$ cat src/rtl/sd_sector_arbiter.sv
// Round-robin arbiter sharing one SD sector-read engine between two requesters.
// Grants in one cycle, forwards bytes one cycle late, and signals done, error, short/overrun or timeout.
module sd_sector_arbiter #(
  parameter int TIMEOUT_CYCLES = 2500000,
  parameter int SECTOR_BYTES   = 512
) (
  input  logic        clk_25mhz,
  input  logic        reset,
  input  logic [1:0]  req_valid,
  input  logic [31:0] req_sector0,
  input  logic [31:0] req_sector1,
  output logic [1:0]  req_ready,
  output logic [7:0]  resp_data,
  output logic [1:0]  resp_valid,
  output logic        resp_last,
  output logic [1:0]  resp_done,
  output logic [1:0]  resp_err,
  output logic        sd_rd_start,
  output logic [31:0] sd_sector,
  output logic        sd_abort,
  input  logic [7:0]  sd_data,
  input  logic        sd_data_valid,
  input  logic        sd_done,
  input  logic        sd_error
);

  typedef enum logic [1:0] {IDLE, STREAM, FINISH} state_t;

  localparam logic [9:0]  LAST_IDX = 10'(SECTOR_BYTES - 1);
  // Counter is cleared to 0 in the event cycle, so the abort registered at this
  // value becomes visible exactly TIMEOUT_CYCLES cycles after that event.
  localparam logic [31:0] TO_LIMIT = 32'(TIMEOUT_CYCLES - 2);

  state_t      state, state_d;
  logic        gnt, gnt_d, ptr, ptr_d, done_pend, done_pend_d;
  logic [9:0]  cnt, cnt_d;
  logic [31:0] tcnt, tcnt_d;
  logic [1:0]  req_ready_d, resp_valid_d, resp_done_d, resp_err_d, gbit;
  logic [7:0]  resp_data_d;
  logic        resp_last_d, sd_rd_start_d, sd_abort_d;
  logic [31:0] sd_sector_d;
  logic        sel, fin_ok, fin_err;

  always_ff @(posedge clk_25mhz) begin
    if (reset) begin
      state       <= IDLE;
      gnt         <= 1'b0;
      ptr         <= 1'b0;
      done_pend   <= 1'b0;
      cnt         <= '0;
      tcnt        <= '0;
      req_ready   <= '0;
      resp_data   <= '0;
      resp_valid  <= '0;
      resp_last   <= 1'b0;
      resp_done   <= '0;
      resp_err    <= '0;
      sd_rd_start <= 1'b0;
      sd_sector   <= '0;
      sd_abort    <= 1'b0;
    end else begin
      state       <= state_d;
      gnt         <= gnt_d;
      ptr         <= ptr_d;
      done_pend   <= done_pend_d;
      cnt         <= cnt_d;
      tcnt        <= tcnt_d;
      req_ready   <= req_ready_d;
      resp_data   <= resp_data_d;
      resp_valid  <= resp_valid_d;
      resp_last   <= resp_last_d;
      resp_done   <= resp_done_d;
      resp_err    <= resp_err_d;
      sd_rd_start <= sd_rd_start_d;
      sd_sector   <= sd_sector_d;
      sd_abort    <= sd_abort_d;
    end
  end

  always_comb begin
    state_d       = state;
    gnt_d         = gnt;
    ptr_d         = ptr;
    done_pend_d   = done_pend;
    cnt_d         = cnt;
    tcnt_d        = tcnt;
    req_ready_d   = '0;
    resp_data_d   = resp_data;
    resp_valid_d  = '0;
    resp_last_d   = 1'b0;
    resp_done_d   = '0;
    resp_err_d    = '0;
    sd_rd_start_d = 1'b0;
    sd_sector_d   = sd_sector;
    sd_abort_d    = 1'b0;
    sel           = 1'b0;
    fin_ok        = 1'b0;
    fin_err       = 1'b0;
    gbit          = gnt ? 2'b10 : 2'b01;

    case (state)
      IDLE: begin
        if (|req_valid) begin
          sel           = (req_valid == 2'b11) ? ptr : req_valid[1];
          gnt_d         = sel;
          req_ready_d   = sel ? 2'b10 : 2'b01;
          sd_rd_start_d = 1'b1;
          sd_sector_d   = sel ? req_sector1 : req_sector0;
          cnt_d         = '0;
          tcnt_d        = '0;
          done_pend_d   = 1'b0;
          state_d       = STREAM;
        end
      end
      STREAM: begin
        tcnt_d = (sd_rd_start || sd_data_valid || sd_done) ? 32'd0 : tcnt + 32'd1;
        if (sd_error) begin
          fin_err = 1'b1;
        end else if (sd_done && !(sd_data_valid && cnt == LAST_IDX)) begin
          fin_err = 1'b1;
        end else if (sd_data_valid) begin
          resp_data_d  = sd_data;
          resp_valid_d = gbit;
          resp_last_d  = (cnt == LAST_IDX);
          cnt_d        = cnt + 10'd1;
          if (cnt == LAST_IDX) begin
            // A done arriving with the last byte is reported one cycle after it.
            done_pend_d = sd_done;
            state_d     = FINISH;
          end
        end else if (!sd_rd_start && tcnt == TO_LIMIT) begin
          sd_abort_d = 1'b1;
          fin_err    = 1'b1;
        end
      end
      FINISH: begin
        tcnt_d = (sd_data_valid || sd_done) ? 32'd0 : tcnt + 32'd1;
        if (done_pend) begin
          fin_ok = 1'b1;
        end else if (sd_error || sd_data_valid) begin
          fin_err = 1'b1;
        end else if (sd_done) begin
          fin_ok = 1'b1;
        end else if (tcnt == TO_LIMIT) begin
          sd_abort_d = 1'b1;
          fin_err    = 1'b1;
        end
      end
      default: state_d = IDLE;
    endcase

    if (fin_ok) resp_done_d = gbit;
    if (fin_err) resp_err_d = gbit;
    if (fin_ok || fin_err) begin
      state_d = IDLE;
      ptr_d   = ~gnt;
    end
  end

endmodule

$ cat config.mk
export PLATFORM = sky130hd
export DESIGN_NAME = sd_sector_arbiter
export DESIGN_NICKNAME = d
export VERILOG_FILES = /design/src/rtl/sd_sector_arbiter.sv
export SDC_FILE = /design/constraint.sdc
export NUM_CORES = 1
export LEC_CHECK = 0
export CAP_MARGIN = 20
export CORE_MARGIN = 4
export CORE_UTILIZATION = 52
export DETAILED_ROUTE_END_ITERATION = 10
export PLACE_DENSITY = 0.86
export SYNTH_ARGS = -nofsm -noshare
export SYNTH_HDL_FRONTEND = slang
export SYNTH_SLANG_ARGS = --single-unit
export TNS_END_PERCENT = 10
$ cat constraint.sdc
create_clock -name clk_25mhz -period 4.8 [get_ports clk_25mhz]
set_clock_uncertainty 0.15 [all_clocks]
set_input_delay 0.72 -clock clk_25mhz [delete_from_list [all_inputs] [get_ports clk_25mhz]]
set_output_delay 0.72 -clock clk_25mhz [all_outputs]
set_load 0.01 [all_outputs]
# == Yosys cells after proc, flatten, opt, wreduce, memory -nomap -nowiden ==
# Cells that the tools add are included.
# word_totals
regBits,98
inputBits,79
wordCells,107
# op_classes
n_addsub,2
n_eq_ne,10
mux,44
bitwise_logic,10
n_reduce_logical,26
# ops
op,n
32-bit two-way mux,4
32-bit case mux with 3 select lines,1
10-bit two-way mux,4
"32-bit by 1-bit adder with 32-bit output, second input constant",1
"32-bit by 22-bit equality test with 1-bit output, second input constant",1
1-bit two-way mux,23
10-bit case mux with 2 select lines,1
2-bit two-way mux,7
6-bit AND reduction,2
"10-bit by 1-bit adder with 10-bit output, second input constant",1
"10-bit by 9-bit equality test with 1-bit output, second input constant",1
"2-bit != test, second input constant",5
1-bit inverter,10
2-bit OR reduction,5
1-bit case mux with 2 select lines,3
2-bit case mux with 3 select lines,1
1-bit logical OR,5
5-bit AND reduction,1
5-bit OR reduction,1
"2-bit equality test, second input constant",2
2-bit AND reduction,2
4-bit AND reduction,1
1-bit logical AND,3
3-bit nonzero test,1
other kinds (5),6

# == Depth between registers and ports, before layout ==
# depth
ltp_word,9
depth_mapped,9

# == Worst setup path after synthesis ==
# Ideal clock, no wire load.
# synth_path
path_type,register -> register
from,reg state[0]
to,reg tcnt[26]
setup_ns,0.071
arrival_ns,2.356
required_time_ns,4.579
path_slack_ns,2.224
path_stages_with_launch,10
path_buffers,2
period_less_slack_ns,2.576
path_cell_list,dfxtp_1 -> inv_1 -> ha_1 -> nor3b_4 -> or4b_4 -> buf_6 -> or3_4 -> buf_6 -> or3_1 -> a21oi_1
# synth_via
elab_chain_len,3
elab_cells_between_ends,7
cone_classes,3 x eq/ne; 1 x mux; 3 x reduce/logical
# synth_lines
item,line_no,rtl
from (decl),34,"state_t state, state_d;"
from (signal assigned),62,state <= state_d;
2-bit equality test (tied with other cells),101,case (state)
3-bit nonzero test (no line) or 2-bit != test (tied branches),-,
2-bit AND reduction (no line),-,
to (signal assigned),67,tcnt <= tcnt_d;
to (decl),37,"logic [31:0] tcnt, tcnt_d;"
# Several ways; a longest one is shown, not always the timed one.
# A chain may end at the register's enable or synchronous reset.

# == Final worst setup path ==
# layout_path
from,in req_valid[1]
to,reg tcnt[21]
# layout_via
elab_chain_len,3
# layout_lines
item,line_no,rtl
from (decl),9,"input logic [1:0] req_valid,"
2-bit OR reduction,103,if (|req_valid) begin
2-bit != test (no line),-,
2-bit AND reduction (no line),-,
# Every way passes these cells.

==> impl_summary.log <==
INFO  metric run_status = completed
INFO  metric max_root_sink_buffers = 2
INFO  metric cts_repair_resize_count = 0
INFO  metric critical-path-max-stage-delay = 630 ps
INFO  metric worst_setup_hold_path_clk_slew = 100 ps
INFO  metric fmaxAchievable = 313 MHz
INFO  metric start_of_the_worst_register_to_register_path = state[0]
INFO  metric synth_sequential_area_ratio = 42.8%
INFO  metric yosysMostFrequentCell = sky130_fd_sc_hd__dfxtp_1
INFO  metric finalNonFillerCells = 731
INFO  metric global_route.usage.total = 23.9%
INFO  metric slowest_cell_on_crit_path = sky130_fd_sc_hd__clkdlybuf4s50_1
INFO  metric areaGrowthSynthToFinish = 33.6%
INFO  metric share_of_cells_above_drive_strength_1 = 5.27%
INFO  metric max-slew-margin-rel = 32.0%
INFO  metric setup.worst_path.start = req_valid[1]
INFO  metric arrival = 3330 ps
INFO  metric timing.hold.worst.class = reg -> reg
INFO  metric floorplan.core_area = 8380 µm²
INFO  metric drt_drc_violations_left = 0
INFO  metric peakVddDrop = 0.000169 V
INFO  metric via_count_of_the_first_global_routing_pass = 4174
INFO  metric cp_max_fo = 12
INFO  metric sum_of_overflow_across_all_layers_after_global_routing = 0
INFO  metric syn_avg_cell_area = 9.05 µm²
INFO  metric die-area = 10400 µm²
INFO  metric critical_path.cell_chain = clkdlybuf4s50_1, nor3b_4, nor3_1, nand3_1, or4_1, a21oi_1
INFO  metric via_per_inst = 5.90
INFO  metric timing.critical_path.from_type = input port
INFO  metric tritoncts = yes
INFO  metric timing.critical_path.to_type = flop
INFO  metric worstSetupPathType = in -> reg
INFO  metric clock-root-buffer = sky130_fd_sc_hd__clkbuf_8
INFO  metric hold_start = sd_sector[24]
INFO  metric synth_seq_cells = 98
INFO  metric number_of_cells_produced_by_synthesis = 506
INFO  metric cts-hold-fix-buffers = 0
INFO  metric final-max-slew-violation-count = 0
INFO  metric cts_sinks = 98
INFO  metric cp.required = 4930 ps
INFO  metric rsz0062_at_grt = no
INFO  metric worst-path-buf-inv = 1
INFO  metric rows = 33
INFO  metric gp_congestion = 0.852
INFO  metric setup-tns-final = 0 ps
INFO  metric report.final.hold_viol_count = 0
INFO  metric die_w = 102 µm
INFO  metric antenna-diode-count = 0
INFO  metric h-tree-depth = 3
INFO  metric num-nets-final = 708
INFO  metric yosys_most_used_dff = sky130_fd_sc_hd__dfxtp_1
INFO  metric post_cts.repair.setup_buffers = 0
INFO  metric wire_length_of_the_first_global_routing_pass = 19900 µm
INFO  metric placement.cell_area = 5890 µm²
INFO  metric place_hpwl = 9470 µm
INFO  metric finalPower = 2150 µW
INFO  metric min_period_over_period = 66.7%
INFO  metric initial_core_utilization = 54.6%
INFO  metric fin_crit = 3200 ps
INFO  metric io_buffer_count = 129
INFO  metric final_area = 6120 µm²
INFO  metric grt_max_degree = 66
INFO  metric initial_drt_markers = 279
INFO  metric synth_nets = 593
INFO  metric avgRoutedWirePerCell = 17.4 µm
INFO  metric leakagePower = 0.00226 µW
INFO  metric setup_viol = 0
INFO  metric chipHeight = 102 µm
INFO  metric synth.top_cells.by_area = sky130_fd_sc_hd__dfxtp_1 43%, sky130_fd_sc_hd__mux2i_1 9.2%, sky130_fd_sc_hd__nor2_1 6.7%
INFO  metric tritoncts.num_buffers = 9
INFO  metric critical-path-top-delay-family = simple AND/OR/NAND/NOR gates
INFO  metric initial_antenna_violation_count = 0
INFO  metric ios = 130
INFO  metric synth.distinct_cells = 53
INFO  metric synth_top_cell_area_share = 42.8%
INFO  metric clk_latency = 360 ps
INFO  metric netlist.top_cell.by_area = sky130_fd_sc_hd__dfxtp_1
INFO  metric synth_edf_count = 0
INFO  metric vias = 4314
INFO  metric leading_cell_types_by_count_after_synthesis = 98 x sky130_fd_sc_hd__dfxtp_1, 82 x sky130_fd_sc_hd__nor2_1, 42 x sky130_fd_sc_hd__mux2i_1
INFO  metric drt-pass1-iter-count = 7
INFO  metric yosys_warnings = 0
INFO  metric post-place-cells = 713
INFO  metric wl = 12700 µm
INFO  metric synth_area = 4580 µm²
INFO  metric worst-slew-pin-transition = 1020 ps
INFO  metric cap_violations = 0
INFO  metric power_density = 351 nW/µm²
INFO  metric synth_async_sr_flop_share = 0%
INFO  metric antenna_left = 0
[worst register-to-register path, cell delays in order, from the launching register on]
cell                      delay, ps
sky130_fd_sc_hd__dfxtp_1        390
sky130_fd_sc_hd__inv_1          100
sky130_fd_sc_hd__ha_1           260
sky130_fd_sc_hd__nor3b_4        190
sky130_fd_sc_hd__nor3_1         630
sky130_fd_sc_hd__nand3_1        450
sky130_fd_sc_hd__or4_1          610
sky130_fd_sc_hd__a21oi_1        180
[flip-flops by register name, summed over array words and instances (netlist names), 2 cells and up]
| signal | flops |
|---|---|
| cnt | 10 |
| resp_valid | 2 |
| sd_sector | 32 |
| resp_done | 2 |
| resp_data | 8 |
| req_ready | 2 |
| tcnt | 32 |
| state | 2 |
| resp_err | 2 |
[per-stage QoR]
step,hold slack [ps],setup slack (ps),util [%]
after floorplan,310,2220,-
after global placement,326,1470,70.2
after detailed placement,338,1340,70.2
after CTS,357,1720,72.7
after global routing,382,1440,73.0
final,351,1600,73.0
[per-layer routing]
layer  track usage (%)  part of all wire [%]  up-vias
met5                 0                     0        -
met1              30.2                    40     2011
met3              7.37                   8.0       35
met2              38.9                    49      183
met4              7.97                   2.9        0
li1                  -                     -     2085
[worst paths after layout]
path                        end  slack [ps]  depth (start not counted)
hold / removal    sd_sector[24]         350                          2
hold reg to reg   sd_sector[24]         350                          2
setup reg to reg       tcnt[21]        1760                          7
setup / recovery       tcnt[21]        1600                          6
[cell type report]
class,instances,area (µm²)
Multi-Input combinational cell,368,2450
Fill cell,600,2270
Sequential cell,98,1960
Timing Repair Buffer,133,1330
Clock buffer,11,141
Tap cell,105,131
Clock inverter,5,61.3
Inverter,11,41.3
[where the power goes]
part	leakage (µW)	switching [µW]	internal (µW)
clock	0.000104	290	259
combinational	0.00135	319	322
sequential	0.000799	53.6	905
[cell families (layout without fill, tap and decap cells)]
family                   count (synthesis)  after routing  share of synthesized area (%)
AND/OR/NAND/NOR                        200            200                           23.3
flip-flops                              98             98                           42.8
AO/OA/AOI/OAI                           96             96                           14.4
multiplexers                            42             42                           9.18
buffers and inverters                   40            160                           3.88
XOR/XNOR                                22             22                           4.21
adder cells (fa/ha/maj)                  8              8                           2.19
[cells in the final DEF (no fill, tap or decap), types with 6 or more instances in the layout]
cell	n
sky130_fd_sc_hd__xnor2_1	7
sky130_fd_sc_hd__clkdlybuf4s50_1	128
sky130_fd_sc_hd__or3_1	6
sky130_fd_sc_hd__nand3_1	13
sky130_fd_sc_hd__or4_1	10
sky130_fd_sc_hd__a211oi_1	37
sky130_fd_sc_hd__xor2_1	15
sky130_fd_sc_hd__dfxtp_1	98
sky130_fd_sc_hd__o21ai_0	13
sky130_fd_sc_hd__nor4b_1	7
sky130_fd_sc_hd__nor2_1	82
sky130_fd_sc_hd__nor3_1	11
sky130_fd_sc_hd__clkbuf_8	10
sky130_fd_sc_hd__nor4_1	11
sky130_fd_sc_hd__o31ai_1	10
sky130_fd_sc_hd__nand4_1	14
sky130_fd_sc_hd__inv_1	11
sky130_fd_sc_hd__mux2i_1	42
sky130_fd_sc_hd__a21oi_1	20
sky130_fd_sc_hd__nand2_1	16
sky130_fd_sc_hd__ha_1	8
Power figures use the tool's default switching activity.
